**src/rtl/au_seq_pkg.sv**
```systemverilog
// rtl/au_seq_pkg.sv - shared op codes, FSM state type and defaults for au_op_sequencer
//
// Purpose: common definitions imported by au_op_sequencer and its sub-module.
// Contents:
//   OP_ADD/OP_SUB/OP_MUL/OP_DIV  arithmetic unit op codes
//   au_seq_state_e               sequencer FSM states (IDLE, DRIVE, RESP)
//   SETTLE_CYCLES_DEFAULT        default operand settle time in clock cycles
package au_seq_pkg;

    localparam logic [1:0] OP_ADD = 2'b00;
    localparam logic [1:0] OP_SUB = 2'b01;
    localparam logic [1:0] OP_MUL = 2'b10;
    localparam logic [1:0] OP_DIV = 2'b11;

    localparam int SETTLE_CYCLES_DEFAULT = 1;

    typedef enum logic [1:0] {
        IDLE  = 2'd0,
        DRIVE = 2'd1,
        RESP  = 2'd2
    } au_seq_state_e;

endpackage

```
**src/rtl/au_seq_sat_counter.sv**
```systemverilog
// rtl/au_seq_sat_counter.sv - saturating up-counter with synchronous clear
//
// Purpose: counts enabled events, sticking at all-ones instead of wrapping.
// Ports:
//   clk_i    clock, rising edge
//   clr_i    synchronous clear (has priority over inc_i)
//   inc_i    increment enable
//   count_o  current count
module au_seq_sat_counter #(
    parameter int WIDTH = 8
) (
    input  logic             clk_i,
    input  logic             clr_i,
    input  logic             inc_i,
    output logic [WIDTH-1:0] count_o
);

    logic [WIDTH-1:0] count_q;
    logic [WIDTH-1:0] count_d;

    always_comb begin
        count_d = count_q;
        if (inc_i && (count_q != '1)) begin
            count_d = count_q + WIDTH'(1);
        end
    end

    always_ff @(posedge clk_i) begin
        if (clr_i) begin
            count_q <= '0;
        end else begin
            count_q <= count_d;
        end
    end

    assign count_o = count_q;

endmodule

```
**src/rtl/au_op_sequencer.sv**
```systemverilog
// rtl/au_op_sequencer.sv - command/response sequencer around the 4-bit arithmetic unit
//
// Purpose: accepts (A, B, op) commands, holds them on the arithmetic unit's
// inputs for SETTLE_CYCLES clocks, captures result/flags and offers them on a
// valid/ready response channel.
// Optional feature macro: AU_SEQ_ERR_CNT_EN (saturating overflow counter on
// err_count; when undefined err_count is tied to zero).
// Ports:
//   clk, rst                      clock, synchronous active-high reset
//   cmd_valid/cmd_ready           command handshake
//   cmd_a, cmd_b, cmd_op          command operands and op code
//   au_a, au_b, au_op             registered operands to the arithmetic unit
//   au_result, au_zero, au_overflow  arithmetic unit outputs
//   rsp_valid/rsp_ready           response handshake
//   rsp_result, rsp_zero, rsp_overflow  captured response
//   busy                          high whenever not IDLE
//   err_count                     saturating count of overflow responses
module au_op_sequencer
    import au_seq_pkg::*;
#(
    parameter int SETTLE_CYCLES = SETTLE_CYCLES_DEFAULT,
    parameter int ERR_CNT_W     = 8
) (
    input  logic                 clk,
    input  logic                 rst,
    input  logic                 cmd_valid,
    output logic                 cmd_ready,
    input  logic [3:0]           cmd_a,
    input  logic [3:0]           cmd_b,
    input  logic [1:0]           cmd_op,
    output logic [3:0]           au_a,
    output logic [3:0]           au_b,
    output logic [1:0]           au_op,
    input  logic [7:0]           au_result,
    input  logic                 au_zero,
    input  logic                 au_overflow,
    output logic                 rsp_valid,
    input  logic                 rsp_ready,
    output logic [7:0]           rsp_result,
    output logic                 rsp_zero,
    output logic                 rsp_overflow,
    output logic                 busy,
    output logic [ERR_CNT_W-1:0] err_count
);

    if (SETTLE_CYCLES < 1) begin : g_bad_settle
        $error("au_op_sequencer: SETTLE_CYCLES must be >= 1");
    end

    // One-bit counter is kept even for SETTLE_CYCLES=1 so the compare is uniform.
    localparam int              CNT_W    = (SETTLE_CYCLES > 1) ? $clog2(SETTLE_CYCLES) : 1;
    localparam logic [CNT_W-1:0] CNT_LAST = CNT_W'(SETTLE_CYCLES - 1);

    au_seq_state_e    state_q, state_d;
    logic [CNT_W-1:0] cnt_q, cnt_d;
    logic [3:0]       au_a_q, au_a_d;
    logic [3:0]       au_b_q, au_b_d;
    logic [1:0]       au_op_q, au_op_d;
    logic [7:0]       rsp_result_q, rsp_result_d;
    logic             rsp_zero_q, rsp_zero_d;
    logic             rsp_overflow_q, rsp_overflow_d;
    logic             rsp_valid_q, rsp_valid_d;
    logic             cmd_ready_q, cmd_ready_d;
    logic             busy_q, busy_d;

    logic             capture;

    // Sampling edge: last settle cycle of DRIVE.
    assign capture = (state_q == DRIVE) && (cnt_q == CNT_LAST);

    always_comb begin
        state_d        = state_q;
        cnt_d          = cnt_q;
        au_a_d         = au_a_q;
        au_b_d         = au_b_q;
        au_op_d        = au_op_q;
        rsp_result_d   = rsp_result_q;
        rsp_zero_d     = rsp_zero_q;
        rsp_overflow_d = rsp_overflow_q;
        rsp_valid_d    = rsp_valid_q;
        cmd_ready_d    = cmd_ready_q;
        busy_d         = busy_q;

        case (state_q)
            IDLE: begin
                if (cmd_valid && cmd_ready_q) begin
                    au_a_d      = cmd_a;
                    au_b_d      = cmd_b;
                    au_op_d     = cmd_op;
                    cnt_d       = '0;
                    cmd_ready_d = 1'b0;
                    busy_d      = 1'b1;
                    state_d     = DRIVE;
                end
            end
            DRIVE: begin
                if (capture) begin
                    rsp_result_d   = au_result;
                    rsp_zero_d     = au_zero;
                    rsp_overflow_d = au_overflow;
                    rsp_valid_d    = 1'b1;
                    state_d        = RESP;
                end else begin
                    cnt_d = cnt_q + CNT_W'(1);
                end
            end
            RESP: begin
                if (rsp_valid_q && rsp_ready) begin
                    rsp_valid_d = 1'b0;
                    cmd_ready_d = 1'b1;
                    busy_d      = 1'b0;
                    state_d     = IDLE;
                end
            end
            default: begin
                rsp_valid_d = 1'b0;
                cmd_ready_d = 1'b1;
                busy_d      = 1'b0;
                state_d     = IDLE;
            end
        endcase
    end

    always_ff @(posedge clk) begin
        if (rst) begin
            state_q        <= IDLE;
            cnt_q          <= '0;
            au_a_q         <= '0;
            au_b_q         <= '0;
            au_op_q        <= '0;
            rsp_result_q   <= '0;
            rsp_zero_q     <= 1'b0;
            rsp_overflow_q <= 1'b0;
            rsp_valid_q    <= 1'b0;
            cmd_ready_q    <= 1'b1;
            busy_q         <= 1'b0;
        end else begin
            state_q        <= state_d;
            cnt_q          <= cnt_d;
            au_a_q         <= au_a_d;
            au_b_q         <= au_b_d;
            au_op_q        <= au_op_d;
            rsp_result_q   <= rsp_result_d;
            rsp_zero_q     <= rsp_zero_d;
            rsp_overflow_q <= rsp_overflow_d;
            rsp_valid_q    <= rsp_valid_d;
            cmd_ready_q    <= cmd_ready_d;
            busy_q         <= busy_d;
        end
    end

    assign cmd_ready    = cmd_ready_q;
    assign busy         = busy_q;
    assign au_a         = au_a_q;
    assign au_b         = au_b_q;
    assign au_op        = au_op_q;
    assign rsp_valid    = rsp_valid_q;
    assign rsp_result   = rsp_result_q;
    assign rsp_zero     = rsp_zero_q;
    assign rsp_overflow = rsp_overflow_q;

`ifdef AU_SEQ_ERR_CNT_EN
    au_seq_sat_counter #(
        .WIDTH(ERR_CNT_W)
    ) u_err_cnt (
        .clk_i  (clk),
        .clr_i  (rst),
        .inc_i  (capture && au_overflow),
        .count_o(err_count)
    );
`else
    assign err_count = '0;
`endif

endmodule
```
**config.mk**
```make
export PLATFORM = sky130hd
export DESIGN_NAME = au_op_sequencer
export DESIGN_NICKNAME = d
export VERILOG_FILES = /design/src/rtl/au_seq_pkg.sv /design/src/rtl/au_seq_sat_counter.sv /design/src/rtl/au_op_sequencer.sv
export SDC_FILE = /design/constraint.sdc
export NUM_CORES = 1
export LEC_CHECK = 0
export BUFFER_PORTS_ARGS = -buffer_cell sky130_fd_sc_hd__buf_2
export CAP_MARGIN = 30
export CORE_MARGIN = 4
export CORE_UTILIZATION = 39
export CTS_CLUSTER_SIZE = 12
export DETAILED_ROUTE_END_ITERATION = 8
export PLACE_DENSITY_LB_ADDON = 0.08
export SLEW_MARGIN = 20
export SYNTH_ARGS = -nofsm -noshare
export SYNTH_HDL_FRONTEND = slang
export SYNTH_SLANG_ARGS = --single-unit
```
**constraint.sdc**
```tcl
create_clock -name clk -period 1.15 [get_ports clk]
set_clock_uncertainty 0.1 [all_clocks]
set_input_delay 0.1725 -clock clk [delete_from_list [all_inputs] [get_ports clk]]
set_output_delay 0.1725 -clock clk [all_outputs]
set_load 0.02 [all_outputs]
```
-- After elaboration in Yosys (flattened, before gate mapping)
Index checks and enable logic that the tools add are counted.
- register bits: 26
- input port bits: 24
- output and inout bits: 31
- word-level logic and storage cells: 46
- equality and inequality tests: 6
- reduce and logical (&&, ||, !) cells: 11
- mux-type cells: 14
- add/subtract/negate cells: 1
- bitwise logic cells: 3
- operators by type and width (kind ; count):
    3-bit AND reduction ; 4
    1-bit one-hot mux with 3 select lines ; 3
    2-bit inequality test, second input constant ; 4
    1-bit two-way mux ; 6
    2-bit two-way mux ; 3
    2-bit one-hot mux with 3 select lines ; 1
    2-bit AND reduction ; 2
    1-bit logical AND ; 3
    1-bit NOT ; 3
    2-bit by 1-bit == test with 1-bit output, second input constant ; 1
    2-bit == test, second input constant ; 1
    2-bit logical NOT ; 1
    1-bit one-hot mux with 2 select lines ; 1
    2-bit nonzero test ; 1
    1-bit adder, second input constant ; 1

-- Depth between registers and ports, before layout
Gate-level depths: netlist (run 1).
- depth in word-level cells: 4
- depth in mapped cells: 5
- gate-level depth less buffers: 3

-- Worst setup path after synthesis (run 1)
OpenSTA, ideal clock, no wires.
- path kind: register to register
- start point: reg state_q[0]
- end point: reg rsp_overflow_q (netlist: rsp_overflow)
- required time: 0.918 ns
- slack: -0.125 ns
- data arrival time: 1.042 ns
- stages on the path, launching flop included: 6
- period minus slack after synthesis: 1.275 ns
- path buffers: 2
- library setup time: 0.132 ns
- path through: dfxtp_1 buf_4 or3b_1 buf_6 nand2_1 a21oi_1
- word-level cells in the longest chain between the ends: 3
- RTL lines (what ; line ; source):
    from (decl) ; au_op_sequencer.sv:54 ; au_seq_state_e state_q, state_d;
    from (signal assigned) ; au_op_sequencer.sv:138 ; state_q <= state_d;
    2-bit by 1-bit == test with 1-bit output * ; au_op_sequencer.sv:69, au_op_sequencer.sv:84 ;
    1-bit logical AND ; au_op_sequencer.sv:69 ; assign capture = (state_q == DRIVE) && (cnt_q == CNT_LAST);
    2-bit AND reduction (no line) * ; -- ;
    to (signal assigned) ; au_op_sequencer.sv:145 ; rsp_overflow_q <= rsp_overflow_d;
    to (decl) ; au_op_sequencer.sv:61 ; logic rsp_overflow_q, rsp_overflow_d;
Mark *: on every way between the ends. The rest lies on a longest branch, timed or not.
A chain may end at the register's enable or synchronous reset.

-- Final worst setup path (run 1)
- start point: reg state_q[1]
- end point: reg rsp_result_q[4] (netlist: rsp_result[4])
- word-level cells in the longest chain between the ends: 3
- RTL lines (what ; line ; source):
    2-bit by 1-bit == test with 1-bit output * ; au_op_sequencer.sv:69, au_op_sequencer.sv:84 ;
    1-bit logical AND ; au_op_sequencer.sv:69 ;
    2-bit AND reduction (no line) * ; -- ;
    to (signal assigned) ; au_op_sequencer.sv:143 ; rsp_result_q <= rsp_result_d;
    to (decl) ; au_op_sequencer.sv:59 ; logic [7:0] rsp_result_q, rsp_result_d;
Marked as above.

==> metrics.cfg, run 1 <==
[cells_and_area]
diodes=0
fin_util=0.6746
area_growth_pct=61.52
final_cells=226
final_cell_mix=nand2_1, buf_2, buf_4
finalInstanceArea_mm2=0.001702
nNetsFinal=221
layout-drive-gt1-share=0.4388
final_common_cell=nand2_1

[timing]
fmax_ghz=0.8226
finalSetupViolCount=23
fin_tns_setup_ns=-0.7989
slew_viol_final=0
rsz0062_at_grt=true
hold_viol=0
fin_crit_sh=1.057
setup_ws_ns=-0.06570
period_needed_ns=1.216

[global_routing]
groute.layer.met3.usage=0.02592
grt_remaining_overflow=0
grt-busiest-layer=met2
first_global_vias=960
met2_usage=0.2623
grt_usage=0.1610
antenna_found_initial=0
grt_max_degree=16
grt_pass1_wl_um=4284
use_met1=0.2055

[synthesis]
ys_warn_count=0
seq_area_frac_synth=0.4941
synth_area_leader_cell=dfxtp_1
synth_area_leaders=dfxtp_1, nand2_1, a21oi_1
yosys.cell_types.count=22
syn_inst=124
postSynthAreaPerCell_um2=8.496
syn_area_mm2=0.001054
yosys_register_bits=26
synth_top_area_share=0.4941

[placement]
place_ws_ns=-0.05885
dp_hpwl_um=1765
dp.cells=200
place_congestion=0.7792
io_buffer_count=46
placed_area_mm2=0.001319

[cts]
clkTransAtPathRegs_ns=0.14
htreeDepth=1
clkSinkCount=26
cts_buffers=3
clk_latency_ns=0.32
cts_tree=done
clockBufferDepth=2
holdBufCountCts=20
root_buffer=clkbuf_4

[critical_path]
crit-reg2reg-launch=state_q[1]$_SDFFE_PP0P_
cp.required_ns=1.31
rr_worst_depth=5
r2r_end=rsp_result[4]$_SDFFE_PP0P_
crit_type=flip-flop to flip-flop
start_kind=flip-flop
critPathMaxFanout=10
cp_cell_sequence=buf_4 -> nor3b_4 -> buf_12 -> nand2_1 -> a21oi_1
regToRegSetupSlack_ns=-0.07
endpoint_kind=flip-flop
critical_path_arrival_ns=1.38
cp_slowest_stage_delay_ns=0.38
slowest_stage=dfxtp_2

[pwr]
power_density_mw_per_mm2=1306
ir_drop_mv=1.027
cellLeakagePower_nw=0.7539

[outcome]
violations=negative setup slack
status=complete, but fails checks

[detailed_routing]
drtIter0Drc=24
wirelength_um=2819
vias=1049
wl_per_cell_um=12.47
routed_via_density=4.642
post-route-drc-count=0
ant_nets=0
first_pass_iters=4

[floorplan]
die_area_mm2=0.003597
die_w_um=59.98
boundaryPins=55
die_y_um=59.98
rows=18
placeableCoreArea_mm2=0.002522
start_util=0.4177

[flow_run]
cap_viol_max_count=0

[worst_hold_path]
min_path_type=input pin to flip-flop
whs_endpoint=rsp_valid$_SDFFE_PP0P_
hold_depth=3
hp-start=rsp_ready

cells by family (layout without fill, tap and decap cells):
| group | after synthesis | after routing | synth area share |
|---|---|---|---|
| buffers and inverters | 17 | 81 | 0.1116 |
| DFF | 26 | 26 | 0.4941 |
| other | 1 | 8 | 0.003560 |
| AOI/OAI and AO/OA | 28 | 28 | 0.1544 |
| and+or+nand+nor | 52 | 53 | 0.2363 |
layer usage:
| layer | up-vias | share of wire |
|---|---|---|
| li1 | 538 | - |
| met5 | - | 0 |
| met3 | 4 | 0.062 |
| met1 | 470 | 0.42 |
| met4 | 0 | 0.013 |
| met2 | 37 | 0.50 |
worst max-delay path: cells and delay by family (launching register included):
kind	cells	cell delay, ns
flops	1	0.38
compound gates	1	0.11
simple gates	2	0.27
buf+inv	2	0.30
power by group:
part	switching (mW)	total [mW]	leakage [nW]	internal [mW]
Combinational	0.288	0.565	0.507	0.278
Sequential	0.0520	1.03	0.219	0.978
Clock	0.275	0.628	0.0279	0.353
Total	0.615	2.22	0.754	1.61
layout make-up:
class	instances	area [µm²]
inverter	1	3.754
fill	224	820.8
clock buffer	3	22.52
tap	30	37.54
multi-input combinational	89	478.0
sequential	26	546.8
timing repair buffer	76	583.1
clock inverter	1	30.03
what timing repair did:
item | CTS | global route
resized for setup | 9 | 38
hold endpoints to repair | 20 | 1
pin swaps | 4 | 1
cloned | 1 | 0
setup endpoints to repair | 23 | 47
setup buffers | 0 | 1
stage by stage:
stage / power [mW] / hold WS, ns
after floorplan: 1.359 / 0.2085
after global placement: 1.478 / 0.3143
after detailed placement: 1.488 / 0.3214
after CTS: 2.173 / 0.01995
after global routing: 2.338 / 0.006065
final: 2.223 / 0.01659
cells in the mapped netlist (all sizes together):
cell type,number
nand2,42
dfxtp,26
a21oi,24
buf,13
clkbuf,3
nor3,2
a21o,1
and3b,1
and4bb,1
conb,1
inv,1
nand2b,1
nand4bb,1
nor2,1
nor3b,1
o21a,1
o22ai,1
o31ai,1
or3b,1
or4b,1
flip-flops by register name, indices dropped and copies added (netlist names):
register / count
au_a: 4
au_b: 4
au_op: 2
busy: 1
cmd_ready: 1
cnt_q: 1
rsp_overflow: 1
rsp_result: 8
rsp_valid: 1
rsp_zero: 1
state_q: 2
worst max-delay path by stage:
stage / cells past startpoint / slack (ns) / from / to
after CTS: 5 / -0.06 / state_q[1]$_SDFFE_PP0P_ / rsp_overflow$_SDFFE_PP0P_
after global placement: 3 / -0.04 / state_q[0]$_SDFFE_PP0P_ / rsp_result[7]$_SDFFE_PP0P_
after floorplan: 5 / -0.11 / state_q[1]$_SDFFE_PP0P_ / rsp_overflow$_SDFFE_PP0P_
final: 5 / -0.07 / state_q[1]$_SDFFE_PP0P_ / rsp_result[4]$_SDFFE_PP0P_
after detailed placement: 3 / -0.06 / state_q[0]$_SDFFE_PP0P_ / rsp_result[7]$_SDFFE_PP0P_
after global routing: 5 / -0.13 / state_q[1]$_SDFFE_PP0P_ / rsp_overflow$_SDFFE_PP0P_
Note: power is estimated with default switching activity, not from simulation.
==> inputs of run 2 (changes only) <==
Settings changed: CORE_UTILIZATION 39 to 40, SKIP_LAST_GASP set to 1.
Clock period 1.15 ns to 1.55 ns, I/O delays scaled along.
==> run 2 against run 1 <==
Net effect: the flow now finishes without violations; clock power down 26%; count of clock-buffer cells in the layout unchanged; wire length down 21%; sequential share of layout area up 7.4 points; cell area down 23%; die area down 2.2%; critical path depth down 2; worst hold slack better by 0.0053 ns; via count down 9.5%; largest cell class is now flip-flops and latches.
==> metrics.cfg, run 2 (synthesis results as in run 1) <==
[critical_path]
rr_worst_depth=3  ; was 5
critPathLaunch=state_q[1]$_SDFFE_PP0P_  ; unchanged
critPathCapture=rsp_result[7]$_SDFFE_PP0P_  ; was rsp_result[4]$_SDFFE_PP0P_
critical_path_arrival_ns=1.50  ; was 1.38 ns
crit_type=flip-flop to flip-flop  ; unchanged
regToRegSetupSlack_ns=0.16  ; was -0.07 ns
r2r_end=rsp_result[7]$_SDFFE_PP0P_  ; was rsp_result[4]$_SDFFE_PP0P_
endpoint_kind=flip-flop  ; unchanged
start_kind=flip-flop  ; unchanged
cp.required_ns=1.66  ; was 1.31 ns
crit-reg2reg-launch=state_q[1]$_SDFFE_PP0P_  ; unchanged
critPathMaxFanout=11  ; was 10

[cells_and_area]
area_growth_pct=24.94  ; was 61.52%
final_cells=199  ; was 226
fillerInstances=262  ; was 224
final_common_cell=buf_2  ; was nand2_1
diodes=0  ; unchanged
largest_register_ffs=8  ; unchanged
final_cell_mix=buf_2, nand2_1, dfxtp_1  ; was nand2_1, buf_2, buf_4
nNetsFinal=194  ; was 221
layout-drive-gt1-share=0.3432  ; was 0.4388

[timing]
fin_tns_setup_ns=0  ; was -0.7989 ns
rsz0062_at_grt=false  ; was true
slew_viol_final=0  ; unchanged
setup_ws_ns=0.1600  ; was -0.06570 ns
fmax_ghz=0.7194  ; was 0.8226 GHz
fin_crit_sh=0.8967  ; was 1.057
period_needed_ns=1.390  ; was 1.216 ns
hold_viol=0  ; unchanged
finalSetupViolCount=0  ; was 23

[detailed_routing]
routed_via_density=4.769  ; was 4.642
drtIter0Drc=14  ; was 24
ant_nets=0  ; unchanged
first_pass_iters=4  ; unchanged
vias=949  ; was 1,049
post-route-drc-count=0  ; unchanged
wirelength_um=2236  ; was 2819 µm
wl_per_cell_um=11.24  ; was 12.47 µm

[cts]
postCtsResizedCells=0  ; was 9
cts_tree=done  ; unchanged
htreeDepth=1  ; unchanged
clockBufferDepth=2  ; unchanged
cts_buffers=3  ; unchanged
cts_setup_buffers=0  ; unchanged
clkSinkCount=26  ; unchanged
root_buffer=clkbuf_4  ; unchanged
clk_latency_ns=0.32  ; about the same
holdBufCountCts=0  ; was 20
clkTransAtPathRegs_ns=0.15  ; was 0.14 ns

[placement]
dp.cells=195  ; was 200
place_ws_ns=0.1690  ; was -0.05885 ns
dp_hpwl_um=1698  ; was 1765 µm
place_congestion=0.7132  ; was 0.7792
io_buffer_count=46  ; unchanged

[global_routing]
grt_max_degree=17  ; was 16
grt_remaining_overflow=0  ; unchanged
grt_usage=0.1338  ; was 0.1610
antenna_found_initial=0  ; unchanged
grt_pass1_wl_um=3650  ; was 4284 µm
first_global_vias=868  ; was 960

[floorplan]
die_area_mm2=0.003519  ; was 0.003597 mm²
die_y_um=59.32  ; was 59.98 µm
start_util=0.4214  ; was 0.4177
rows=18  ; unchanged
boundaryPins=55  ; unchanged
die_w_um=59.32  ; was 59.98 µm
placeableCoreArea_mm2=0.002500  ; was 0.002522 mm²

[outcome]
status=complete, no violations  ; was complete, but fails checks

[pwr]
power_density_mw_per_mm2=1161  ; was 1306 mW/mm²
ir_drop_mv=0.7539  ; was 1.027 mV
cellLeakagePower_nw=0.6148  ; was 0.7539 nW

[flow_run]
cap_viol_max_count=0  ; unchanged

[worst_hold_path]
hp-start=cmd_a[3]  ; was rsp_ready
min_path_type=input pin to flip-flop  ; unchanged

## run 2: cell types whose count changed in the layout (fill, tap and decap cells not counted), moves of 2 or more
cell	delta
buf_2	+20
a21oi_2	-5
dfxtp_4	-3
dlygate4sd3_1	-20
dfxtp_2	-12
a21oi_1	+5
or3b_4	-2
buf_4	-21
dfxtp_1	+15
buf_6	-4
## run 2: how the worst min path moves through the flow
| stage | endpoint | slack [ns] | depth (start not counted) |
|---|---|---|---|
| 2_1_floorplan | rsp_overflow$_SDFFE_PP0P_ | 0.27 | 2 |
| 3_3_place_gp | rsp_zero$_SDFFE_PP0P_ | 0.34 | 2 |
| 3_5_place_dp | au_b[1]$_SDFFE_PP0P_ | 0.35 | 2 |
| 4_1_cts | au_b[0]$_SDFFE_PP0P_ | 0.01 | 3 |
| 5_1_grt | rsp_result[2]$_SDFFE_PP0P_ | 0.02 | 3 |
| 6_report | au_a[3]$_SDFFE_PP0P_ | 0.02 | 3 |
## run 2: per-stage QoR
step	utilization	power (mW)	hold slack, ns	area, µm²
6_report	0.5265	1.529	0.02192	1316
5_1_grt	0.5265	1.601	0.01527	1316
4_1_cts	0.5265	1.548	0.009949	1316
3_5_place_dp	0.5055	1.081	0.3465	1264
3_3_place_gp	0.5055	1.077	0.3386	1264
2_1_floorplan	-	1.000	0.2685	1080
## run 2: power breakdown
part | internal, mW | leakage [nW] | switching [mW]
logic | 0.119 | 0.374 | 0.191
clock network | 0.262 | 0.0279 | 0.206
registers | 0.720 | 0.213 | 0.0318
total | 1.10 | 0.615 | 0.428
## run 2: critical path: stages (launching register included)
cell,delay [ns]
dfxtp_1,0.40
or3b_1,0.57
nand2_1,0.13
a21oi_1,0.07
## run 2: layout make-up
cell class,instances,area (µm²),share of cell area
clock inverters,1,30.03,0.02281
flip-flops and latches,26,520.5,0.3954
multi-input cells,88,441.7,0.3356
clock buffers,3,22.52,0.01711
well taps,30,37.54,0.02852
repair buffers,50,260.3,0.1977
inverters,1,3.754,0.002852
## run 2: layer usage
layer / global-route usage / up-vias / wire length [µm]
met5: 0 / - / 0
met4: 0.05825 / 0 / 13
met3: 0.03268 / 2 / 166
met2: 0.2246 / 33 / 1083
met1: 0.1606 / 432 / 972
li1: - / 482 / -
